===== src/rtl/uart_tx_port.sv =====
// uart_tx_port: CPU output-port UART transmitter.
// A byte written with a one-cycle wr_en strobe is queued in a small circular
// FIFO and shifted out LSB first on tx (8N1). The status byte exposes
// {count, overflow, busy, full, empty} for software polling.
// Optional feature: define UART_TX_PARITY_EN to insert an even parity bit
// between the data bits and the stop bit (11-bit frame).
module uart_tx_port #(
  parameter int CLKS_PER_BIT = 4,
  parameter int FIFO_DEPTH   = 4
) (
  input  logic       clk,
  input  logic       reset,
  input  logic [7:0] wr_data,
  input  logic       wr_en,
  output logic [7:0] status,
  output logic       tx
);

  localparam int DATA_W = 8;
  localparam int BAUD_W = $clog2(CLKS_PER_BIT);
  localparam int PTR_W  = $clog2(FIFO_DEPTH);
  localparam logic [BAUD_W-1:0] BAUD_LAST = BAUD_W'(CLKS_PER_BIT - 1);
  localparam logic [3:0]        DEPTH_CNT = 4'(FIFO_DEPTH);

`ifdef UART_TX_PARITY_EN
  typedef enum logic [2:0] {IDLE, START, DATA, PARITY, STOP} state_t;
`else
  typedef enum logic [1:0] {IDLE, START, DATA, STOP} state_t;
`endif

  logic [DATA_W-1:0] mem [FIFO_DEPTH];
  logic [PTR_W-1:0]  wr_ptr;
  logic [PTR_W-1:0]  rd_ptr;
  logic [3:0]        count;
  logic              overflow;

  state_t            state;
  logic [BAUD_W-1:0] baud_cnt;
  logic [2:0]        bit_idx;
  logic [DATA_W-1:0] shift_p0;
`ifdef UART_TX_PARITY_EN
  logic              parity_p0;
`endif

  logic empty;
  logic full;
  logic baud_wrap;
  logic push;
  logic pop;

  assign empty     = (count == 4'd0);
  assign full      = (count == DEPTH_CNT);
  assign baud_wrap = (baud_cnt == BAUD_LAST);
  // A write while full is dropped even when the FSM frees a slot on the same edge.
  assign push      = wr_en && !full;
  assign pop       = !empty && ((state == IDLE) || ((state == STOP) && baud_wrap));

  assign status = {count, overflow, (state != IDLE), full, empty};

  // FIFO storage: data only, no reset needed.
  always_ff @(posedge clk) begin
    if (push) mem[wr_ptr] <= wr_data;
  end

  // FIFO pointers, occupancy and sticky overflow flag.
  always_ff @(posedge clk or posedge reset) begin
    if (reset) begin
      wr_ptr   <= '0;
      rd_ptr   <= '0;
      count    <= 4'd0;
      overflow <= 1'b0;
    end else begin
      if (push) wr_ptr <= wr_ptr + PTR_W'(1);
      if (pop)  rd_ptr <= rd_ptr + PTR_W'(1);
      case ({push, pop})
        2'b10:   count <= count + 4'd1;
        2'b01:   count <= count - 4'd1;
        default: count <= count;
      endcase
      if (wr_en && full) overflow <= 1'b1;
    end
  end

  // Shift register: loaded on pop, shifted right on each data-bit boundary.
  always_ff @(posedge clk) begin
    if (pop) begin
      shift_p0  <= mem[rd_ptr];
`ifdef UART_TX_PARITY_EN
      parity_p0 <= ^mem[rd_ptr];
`endif
    end else if ((state == DATA) && baud_wrap) begin
      shift_p0  <= {1'b0, shift_p0[DATA_W-1:1]};
    end
  end

  // Frame sequencer; tx is registered and always set to the level of the bit being entered.
  always_ff @(posedge clk or posedge reset) begin
    if (reset) begin
      state    <= IDLE;
      baud_cnt <= '0;
      bit_idx  <= 3'd0;
      tx       <= 1'b1;
    end else begin
      case (state)
        IDLE: begin
          baud_cnt <= '0;
          tx       <= 1'b1;
          if (pop) begin
            state <= START;
            tx    <= 1'b0;
          end
        end
        START: begin
          if (baud_wrap) begin
            baud_cnt <= '0;
            bit_idx  <= 3'd0;
            state    <= DATA;
            tx       <= shift_p0[0];
          end else begin
            baud_cnt <= baud_cnt + BAUD_W'(1);
          end
        end
        DATA: begin
          if (baud_wrap) begin
            baud_cnt <= '0;
            if (bit_idx == 3'd7) begin
`ifdef UART_TX_PARITY_EN
              state <= PARITY;
              tx    <= parity_p0;
`else
              state <= STOP;
              tx    <= 1'b1;
`endif
            end else begin
              bit_idx <= bit_idx + 3'd1;
              tx      <= shift_p0[1];
            end
          end else begin
            baud_cnt <= baud_cnt + BAUD_W'(1);
          end
        end
`ifdef UART_TX_PARITY_EN
        PARITY: begin
          if (baud_wrap) begin
            baud_cnt <= '0;
            state    <= STOP;
            tx       <= 1'b1;
          end else begin
            baud_cnt <= baud_cnt + BAUD_W'(1);
          end
        end
`endif
        STOP: begin
          if (baud_wrap) begin
            baud_cnt <= '0;
            // Next queued byte starts immediately, with no idle gap.
            if (pop) begin
              state <= START;
              tx    <= 1'b0;
            end else begin
              state <= IDLE;
              tx    <= 1'b1;
            end
          end else begin
            baud_cnt <= baud_cnt + BAUD_W'(1);
          end
        end
        default: begin
          state    <= IDLE;
          baud_cnt <= '0;
          tx       <= 1'b1;
        end
      endcase
    end
  end

endmodule

===== config.mk =====
export PLATFORM = sky130hd
export DESIGN_NAME = uart_tx_port
export DESIGN_NICKNAME = d
export VERILOG_FILES = /design/src/rtl/uart_tx_port.sv
export SDC_FILE = /design/constraint.sdc
export NUM_CORES = 1
export LEC_CHECK = 0
export CORE_MARGIN = 5
export CORE_UTILIZATION = 57
export DETAILED_ROUTE_END_ITERATION = 8
export HOLD_SLACK_MARGIN = 0.03
export PLACE_DENSITY = 0.78
export SLEW_MARGIN = 0
export SYNTH_ARGS = -nofsm -noshare
export SYNTH_HDL_FRONTEND = slang
export SYNTH_SLANG_ARGS = --single-unit

===== constraint.sdc =====
create_clock -name clk -period 2.65 [get_ports clk]
set_input_delay 0.795 -clock clk [delete_from_list [all_inputs] [get_ports clk]]
set_output_delay 0.795 -clock clk [all_outputs]
set_load 0.1 [all_outputs]

# After elaboration in Yosys (flattened, before gate mapping)
# Memory sizes are Yosys's and may differ from the RTL's.
# Cells that the tools add are included.
classes:
  n_shift: 0
  bitwise_logic: 0
  n_mul: 0
  n_eq_ne: 14
  n_addsub: 6
  n_div: 0
  magnitude_cmp: 0
  n_reduce_logical: 18
  n_mux: 24
ops:
  columns: ["cell", "n"]
  rows:
  - ["8-bit 2-to-1 mux", 2]
  - ["2-bit 2-to-1 mux", 6]
  - ["2-bit inequality test (second input constant)", 5]
  - ["3-bit 2-to-1 mux", 3]
  - ["2-bit == test (second input constant)", 4]
  - ["1-bit 2-to-1 mux", 8]
  - ["2-bit one-hot mux with 4 select lines", 1]
  - ["4-bit one-hot mux with 2 select lines", 1]
  - ["2-bit nonzero test", 4]
  - ["2-bit by 1-bit adder with 2-bit output (second input constant)", 3]
  - ["3-bit one-hot mux with 2 select lines", 1]
  - ["1-bit logical AND", 5]
  - ["5-bit AND reduction", 1]
  - ["4-bit by 1-bit adder with 4-bit output (second input constant)", 1]
  - ["2-bit by 1-bit == test with 1-bit output (second input constant)", 2]
  - ["4-bit by 3-bit == test with 1-bit output (second input constant)", 1]
  - ["4-bit zero test", 1]
  - ["1-bit one-hot mux with 4 select lines", 1]
  - ["2-bit one-hot mux with 2 select lines", 1]
  - ["4-bit AND reduction", 1]
  - ["4-bit by 1-bit subtractor with 4-bit output (second input constant)", 1]
  - ["3-bit by 1-bit adder with 3-bit output (second input constant)", 1]
  - ["3-bit == test (second input constant)", 1]
  - ["3-bit AND reduction", 1]
  - ["5 further kinds", 6]
word_totals:
  ramBits: 32
  memories: 1
  latchBits: 0
  rom_bits: 0
  reg_bits: 25
  elab_cells: 72
  inputBits: 11
  output_inout_bits: 9
mem_list:
  columns: ["memory", "words", "word_bits", "read_ports", "rd_ports_with_merged_regs", "wr", "line_no", "text"]
  rows:
  - ["mem", 4, 8, 1, 0, 1, "31", "logic [DATA_W-1:0] mem [FIFO_DEPTH];"]

# Longest topological paths before layout
# Gate-level depths: netlist of run 1.
logic_depth:
  ltp_word: 7
  mapped_depth: 12

# Worst setup path after synthesis of run 1
# OpenSTA, ideal clock, no wires.
synth_path:
  path_type: "register -> register"
  start: "register count[2]"
  end: "register count[2]"
  path_slack_ns: -0.256
  t_arrival_ns: 2.739
  required_ns: 2.483
  period_less_slack_ns: 2.906
  path_stages_with_launch: 12
  setup_time_ns: 0.167
  path_cell_list: "dfrtp_1 nor4b_2 nor2b_1 clkbuf_1 inv_1 ha_1 xor2_1 ha_1 a21oi_1 xor2_1 nor2_1 xor2_1"
synth_between:
  elab_chain_cells: 5
  elab_cells_between_ends: 12
  cone_classes: "2 x add/sub; 3 x eq/ne; 1 x mux; 6 x reduce/logical"
synth_rtl:
  columns: ["item", "line_no", "text"]
  rows:
  - ["start, declared", "34", "logic [3:0] count;"]
  - ["start signal, assigned", "76", "2'b10: count <= count + 4'd1;"]
  - ["start signal, assigned", "77", "2'b01: count <= count - 4'd1;"]
  - ["start signal, assigned", "78", "default: count <= count;"]
  - ["4-bit by 3-bit == test with 1-bit output *", "52", "assign full = (count == DEPTH_CNT);"]
  - ["named net full", "46", "logic full;"]
  - ["1-bit zero test *", "55", "assign push = wr_en && !full;"]
  - ["1-bit logical AND *", "55", null]
  - ["2-bit by 1-bit == test with 1-bit output or 2-bit == test (tied branches)", "75", "case ({push, pop})"]
  - ["4-bit one-hot mux with 2 select lines or 2-bit nonzero test (tied branches)", null, null]
# The timed path passes the listed nets; every way through them passes the cells marked *.
# A chain may end at the register's enable or synchronous reset.

# Final worst setup path of run 1
layout_path:
  start: "input port wr_en"
  end: "register count[2]"
layout_between:
  elab_chain_cells: 3
  elab_cells_between_ends: 5
  cone_classes: "2 x eq/ne; 1 x mux; 2 x reduce/logical"
layout_rtl:
  columns: ["item", "line_no", "text"]
  rows:
  - ["start, declared", "14", "input logic wr_en,"]
  - ["1-bit logical AND *", "55", null]
  - ["2-bit by 1-bit == test with 1-bit output or 2-bit == test (tied branches)", "75", null]
  - ["4-bit one-hot mux with 2 select lines or 2-bit nonzero test (tied branches)", null, null]
# Every way passes the cells marked *; elsewhere a longest branch is shown, timed or not.

==> flow_metrics.tcl, run 1 <==
set metrics [dict create \
    status "complete, no violations" \
    setup_ws_ns 0.296 \
    ctsResizeCount 0 \
    min_period_over_period_pct 88.8 \
    worst_pin_slew_ns 0.673 \
    min_to "baud_cnt[0]" \
    r2r_end "count[2]" \
    post_cts.repair.setup_buffers 0 \
    yosysMostFrequentCell "edfxtp_1" \
    hold_viol 0 \
    path_class "input port to flop" \
    synth_top_cell_by_area "edfxtp_1" \
    die_x_um 77.4 \
    critical_path_required_ns 2.86 \
    seq_area_frac_synth_pct 62.9 \
    pre_cts_ws_ns -0.0591 \
    yosys.area.top_type_share_pct 46.4 \
    gr-usage-met1_pct 18.7 \
    holdPathStages 1 \
    ant_nets 0 \
    crit_buf_inv 2 \
    synth_seq_cells 57 \
    drc 0 \
    yosys-top-cells-count "edfxtp_1, dfrtp_1, ha_1" \
    clock-root-buffer "clkbuf_8" \
    maxSlewViolCount 0 \
    finalSetupViolCount 0 \
    crit_chain "clkdlybuf4s50_1 -> nor2b_1 -> inv_1 -> ha_1 -> xor2_1 -> ha_1 -> a21oi_1 -> xor2_1 -> nor2_1 -> xor2_1" \
    cp-startpoint "wr_en" \
    synthArstFlopShare_pct 29.8 \
    syn_avg_cell_area_um2 16.2 \
    min_period_ns 2.35 \
    first_iter_violations 88 \
    grt_pass1_wl_um 7160 \
    rows 24 \
    firstDrtPassIters 4 \
    cts_hold_buffers 0 \
    start_util_pct 59.0 \
    hpwl_um 2930 \
    clockBufferDepth 2 \
    vias_per_cell 5.64 \
    die_y_um 77.4 \
    start_kind "input port" \
    drv_cap 0 \
    hp-class "flop to flop" \
    grt_usage_pct 15.6 \
    cts_tree "yes" \
    yosysUniqueCellTypes 34 \
    syn_nets 186 \
    synth_cells 160 \
    fin_skew_ns 0.00604 \
    grt_util_met2_pct 26.3 \
    hold_start "baud_cnt[0]" \
    hold_ws_ns 0.446 \
    critPathSlowestCell "clkdlybuf4s50_1" \
    diodes 0 \
    ys_warn_count 0 \
    top_usage_layer "met2" \
    htree_levels 3 \
    reg2reg_slack_ns 0.39 \
    clock_sinks 57 \
    finalWirelength_um 4140 \
    antenna_found_initial 0 \
    rsz0062_at_grt "false" \
    critPathMostFrequentCell "xor2_1" \
    grt_pass1_vias 1483 \
    ys.flop_type "edfxtp_1" \
    crit_path_end_kind "flop" \
    via_count 1377 \
    slowest_delay_ns 0.47 \
    gp_congestion 0.809 \
    clk-insertion-delay-late_ns 0.33 \
    area_delta_synth_final_pct 18.1 \
    gr-total-overflow 0 \
    slew_headroom_pct 55.1 \
    cts_buffers 9 \
    drive_gt1_share_pct 28.1 \
    dieArea_um2 5990 \
    critPathMaxFanout 2 \
    crit_arrival_ns 2.57 \
    r2r-start "state[1]" \
    rr_worst_depth 11 \
    coreArea_um2 4380 \
    synth_edf_count 40 \
    crit_family "buffers and inverters" \
    synth_area_leaders "edfxtp_1, dfrtp_1, ha_1, mux4_2, mux2_4" \
    path_clk_slew_ns 0.06 \
    port_buffers 19 \
    fmax_mhz 425 \
    final_util_pct 69.7 \
    wl_per_cell_um 17.0 \
    grt_max_degree 18 \
    use_met3_pct 5.32 \
    ios 20 \
    syn_area_um2 2590 \
    nets 213 \
]
-- stage by stage --
step | cell area [um2] | setup TNS [ns] | instances
detailed placement | 2850 | -0.0591 | 228
CTS | 3060 | 0 | 244
floorplan | 2590 | 0 | 160
global placement | 2850 | 0 | 228
finish | 3060 | 0 | 244
global route | 3060 | 0 | 244
-- metal layers --
layer	up-vias	wire (um)
met5	-	0
met4	0	37
met3	4	153
met2	23	2210
met1	700	1740
li1	650	-
-- cell type report --
cell class                 count  area, um2
sequential                    57       1630
clock buffer                  10        128
timing repair buffer          23        235
clock inverter                 6       82.6
fill                         293       1330
inverter                       7       26.3
tap                           52       65.1
multi-input combinational     89        888
-- registers in the layout, summed over array words and instances (netlist names) --
register and cells:
count 4, baud_cnt 2, shift_p0 8, tx 1, wr_ptr 2, mem 32
overflow 1, bit_idx 3, rd_ptr 2, state 2
-- worst max path at each step --
stage,endpoint,slack (ns),cells after the start
final,count[2],0.30,10
after global routing,count[2],0.16,10
after CTS,count[2],0.29,10
after detailed placement,count[2],-0.06,10
after global placement,count[2],0.01,10
after floorplan,count[2],0.13,11
-- cell families after synthesis --
kind of cell,after synthesis,synth area share [%]
fa+ha+maj,15,7.25
mux,18,11.9
compound gates,21,5.85
buf+inv,14,2.80
flops,57,62.9
xor+xnor,8,2.71
simple gates,27,6.62
-- cells in the final DEF (no fill, tap or decap), drive strengths merged --
cell	n
and2	6
a22o	5
a21o	3
clkinvlp	1
o32ai	1
mux2	10
dfstp	1
ha	15
buf	13
dfrtp	16
nor2	5
xor2	5
nor4b	1
clkdlybuf4s50	10
xnor2	3
clkinv	3
a31oi	1
nor2b	6
nand2	3
a21oi	5
inv	7
nor3	3
edfxtp	40
clkbuf	10
a211oi	1
mux4	8
or3	1
o21ai	3
nand2b	1
bufinv	2
o31a	1
nor4	1
a311oi	1
Power of run 1 is not shown: default switching activity piles up to over one toggle a cycle in this logic, so the estimate is an artifact.
==> run 2: changes to the inputs <==
--- a/config.mk
+++ b/config.mk
@@ -5,6 +5,7 @@
 export SDC_FILE = /design/constraint.sdc
 export NUM_CORES = 1
 export LEC_CHECK = 0
+export CORE_ASPECT_RATIO = 1.5
 export CORE_MARGIN = 5
 export CORE_UTILIZATION = 57
 export DETAILED_ROUTE_END_ITERATION = 8
==> run 2 against run 1 <==
Compared with the run above: fmax is 2.0% lower; clock skew shrank 0.0027 ns; sequential cell count is the same; sequential share of layout area decreased by 0.30 points; largest cell class unchanged; critical path type unchanged; worst setup slack got worse by 0.047 ns; first-iteration DRC count fell by 64%; via count is 2.6% higher; register-to-register slack got worse by 0.03 ns; utilization shrank 0.90 points; final area is 0.57% higher; wire length rose by 3.6%.
==> flow_metrics.tcl, run 2 (synthesized netlist as in run 1, its figures left out) <==
set metrics [dict create \
    fmax_mhz 417 \
    antenna_found_initial 0 \
    cts_tree "yes" \
    drive_gt1_share_pct 28.1 \
    clock-root-buffer "clkbuf_8" \
    min_period_ns 2.40 \
    status "complete, no violations" \
    grt_usage_pct 16.1 \
    gr-total-overflow 0 \
    critical_path_required_ns 2.86 \
    cts_buffers 9 \
    ios 20 \
    slew_headroom_pct 56.4 \
    drc 0 \
    coreArea_um2 4470 \
    finalSetupViolCount 0 \
    crit_arrival_ns 2.61 \
    port_buffers 19 \
    grt_max_degree 18 \
    first_iter_violations 32 \
    start_util_pct 58.0 \
    min_period_over_period_pct 90.6 \
    wl_per_cell_um 17.9 \
    via_count 1413 \
    clockBufferDepth 2 \
    finalWirelength_um 4290 \
    rows 30 \
    path_class "input port to flop" \
    path_clk_slew_ns 0.06 \
    grt_pass1_wl_um 7050 \
    post_cts.repair.setup_buffers 0 \
    htree_levels 3 \
    die_y_um 92.5 \
    area_delta_synth_final_pct 18.8 \
    hold_viol 0 \
    gp_congestion 0.824 \
    largest_register "mem" \
    worst_pin_slew_ns 0.653 \
    largest_reg_flops 32 \
    rsz0062_at_grt "false" \
    clock_sinks 57 \
    final_cell_mix "edfxtp_1, ha_1, dfrtp_1" \
    ctsResizeCount 0 \
    maxSlewViolCount 0 \
    drv_cap 0 \
    vias_per_cell 5.89 \
    firstDrtPassIters 4 \
    final_util_pct 68.9 \
    critPathMaxFanout 2 \
    die_x_um 65.0 \
    hpwl_um 3000 \
    grt_pass1_vias 1506 \
    hp-class "flop to flop" \
    dieArea_um2 6020 \
    diodes 0 \
    reg_top3 "mem: 32 flops, shift_p0: 8 flops, count: 4 flops" \
    ant_nets 0 \
    final_common_cell "edfxtp_1" \
    start_kind "input port" \
    nets 213 \
    crit_path_end_kind "flop" \
    fin_skew_ns 0.00332 \
    cts_hold_buffers 0 \
    clk-insertion-delay-late_ns 0.33 \
]
[run 2: changes by cell type in the layout (fill, tap and decap cells not counted)]
| cell | change |
|---|---|
| clkinv_1 | +1 |
| bufinv_16 | +1 |
| clkinvlp_4 | -1 |
| clkbuf_1 | -1 |
[run 2: final timing paths]
kind	from	endpoint	slack (ns)	cells after the start
worst max-delay path	wr_en	count[2]	0.25	10
worst min-delay path	baud_cnt[0]	baud_cnt[0]	0.44	1
worst max register to register	count[1]	count[2]	0.36	10
worst min register to register	baud_cnt[0]	baud_cnt[0]	0.44	1
max in group asynchronous	reset	count[0]	1.34	2
min in group asynchronous	reset	baud_cnt[1]	0.85	2
[run 2: critical path, cell delays in order]
cell             delay [ns]
clkdlybuf4s50_1        0.47
nor2b_1                0.16
inv_1                  0.08
ha_1                   0.23
xor2_1                 0.16
ha_1                   0.19
a21oi_1                0.15
xor2_1                 0.17
nor2_1                 0.07
xor2_1                 0.13
[run 2: stage by stage]
stage	setup slack [ns]	setup TNS (ns)	area (um2)	instances	hold slack, ns
finish	0.249	0	3080	240	0.445
global route	0.153	0	3080	240	0.473
CTS	0.255	0	3080	240	0.445
detailed placement	-0.0966	-0.0966	2840	224	0.437
global placement	0.0165	0	2840	224	0.428
floorplan	0.134	0	2590	160	0.415
[run 2: cell type report]
| type | count | area [um2] |
|---|---|---|
| clock buffers | 9 | 124 |
| repair buffers | 23 | 235 |
| clock inverters | 7 | 109 |
| flip-flops and latches | 57 | 1630 |
| fillers | 312 | 1390 |
| multi-input cells | 89 | 888 |
| inverters | 7 | 26.3 |
| well taps | 48 | 60.1 |
[run 2: per-layer routing]
layer	up-vias	GRT usage, %	routed length, um	share of wire (%)
met4	0	6.75	77	1.8
met2	31	28.6	2400	56
met3	12	5.83	161	3.8
met5	-	0	0	0
met1	720	16.7	1650	38
li1	650	-	-	-
Power of run 2 is left out for the same reason.
==> run 3: changes to the inputs <==
--- a/config.mk
+++ b/config.mk
@@ -10,6 +10,7 @@
 export CORE_UTILIZATION = 57
 export DETAILED_ROUTE_END_ITERATION = 8
 export HOLD_SLACK_MARGIN = 0.03
+export MAX_ROUTING_LAYER = met4
 export PLACE_DENSITY = 0.78
 export SLEW_MARGIN = 0
 export SYNTH_ARGS = -nofsm -noshare
==> run 3 against run 2 <==
Compared with the run above: sequential share of layout area is the same; sequential cell count is the same; via count down 0.64%; hold slack worse by 0.0039 ns; critical path depth unchanged.
==> flow_metrics.tcl, run 3 (synthesized netlist as in run 1, its figures left out) <==
set metrics [dict create \
    status "complete, no violations" \
    path_clk_slew_ns 0.06 \
    gp_congestion 0.836 \
    drv_cap 0 \
    reg2reg_slack_ns 0.36 \
    antenna_found_initial 0 \
    min_period_ns 2.40 \
    grt_pass1_wl_um 7050 \
    clock_sinks 57 \
    fin_skew_ns 0.00363 \
    placed_cells 224 \
    grt_pass1_vias 1503 \
    drive_gt1_share_pct 28.1 \
    largest_register "mem" \
    hp-class "flop to flop" \
    area_delta_synth_final_pct 18.8 \
    hold_ws_ns 0.441 \
    ios 20 \
    maxSlewViolCount 0 \
    final_cell_mix "edfxtp_1, ha_1, dfrtp_1" \
    reg_top3 "mem: 32 flops, shift_p0: 8 flops, count: 4 flops" \
    start_kind "input port" \
    vias_per_cell 5.85 \
    critical_path_required_ns 2.86 \
    crit_arrival_ns 2.62 \
    dieArea_um2 6020 \
    worst_pin_slew_ns 0.640 \
    clockBufferDepth 2 \
    rsz0062_at_grt "false" \
    clk-insertion-delay-late_ns 0.33 \
    wl_per_cell_um 17.8 \
    grt_usage_pct 16.5 \
    diodes 0 \
    hold_start "baud_cnt[0]" \
    ant_nets 0 \
    port_buffers 19 \
    r2r-start "count[1]" \
    grt_max_degree 18 \
    setup_tns_ns 0 \
    final_common_cell "edfxtp_1" \
    drc 0 \
    clock-root-buffer "clkbuf_8" \
    path_class "input port to flop" \
    largest_reg_flops 32 \
    coreArea_um2 4470 \
    start_util_pct 58.0 \
    final_util_pct 68.9 \
    rr_worst_depth 10 \
    critPathMaxFanout 2 \
    fin_cells 240 \
    first_iter_violations 44 \
    rows 30 \
    r2r_end "count[2]" \
    ctsResizeCount 0 \
    post_cts.repair.setup_buffers 0 \
    fmax_mhz 416 \
    crit_path_end_kind "flop" \
    cts_buffers 9 \
    finalSetupViolCount 0 \
    nets 213 \
    min_period_over_period_pct 90.7 \
    nFillCells 312 \
    via_count 1404 \
    min_to "baud_cnt[0]" \
    finalWirelength_um 4280 \
    firstDrtPassIters 4 \
    hold_viol 0 \
    holdPathStages 1 \
    die_y_um 92.5 \
    cts_tree "yes" \
    htree_levels 3 \
    gr-total-overflow 0 \
    hpwl_um 3000 \
    slew_headroom_pct 57.3 \
    cts_hold_buffers 0 \
    die_x_um 65.0 \
]
[run 3: per-layer routing]
| metal | wire, um | vias up | GRT usage (%) |
|---|---|---|---|
| li1 | - | 650 | - |
| met2 | 2380 | 29 | 28.4 |
| met5 | 0 | - | - |
| met1 | 1660 | 712 | 16.9 |
| met4 | 80 | 0 | 6.75 |
| met3 | 158 | 13 | 5.70 |
[run 3: worst max-delay path, cell delays in order]
cell,delay (ns)
clkdlybuf4s50_1,0.47
nor2b_1,0.16
inv_1,0.08
ha_1,0.23
xor2_1,0.16
ha_1,0.19
a21oi_1,0.15
xor2_1,0.17
nor2_1,0.07
xor2_1,0.13
[run 3: worst max-delay path by stage]
stage | startpoint | end | slack (ns) | cells past startpoint
2_1_floorplan | count[2] | count[2] | 0.13 | 11
3_3_place_gp | wr_en | count[2] | 0.02 | 10
3_5_place_dp | wr_en | count[2] | -0.1 | 10
4_1_cts | wr_en | count[2] | 0.25 | 10
5_1_grt | count[1] | count[2] | 0.15 | 10
6_report | wr_en | count[2] | 0.25 | 10
[run 3: per-stage QoR]
step	setup slack (ns)	area, um2
detailed placement	-0.0966	2840
CTS	0.255	3080
floorplan	0.134	2590
finish	0.248	3080
global route	0.153	3080
global placement	0.0165	2840
[run 3: area by class of cell]
type	count	area, um2	share of cell area (%)
multi-input cells	89	888	28.9
inverters	7	26.3	0.854
repair buffers	23	235	7.65
clock buffers	9	124	4.03
clock inverters	7	109	3.54
well taps	48	60.1	1.95
flip-flops and latches	57	1630	53.1
Power of run 3 is left out for the same reason.
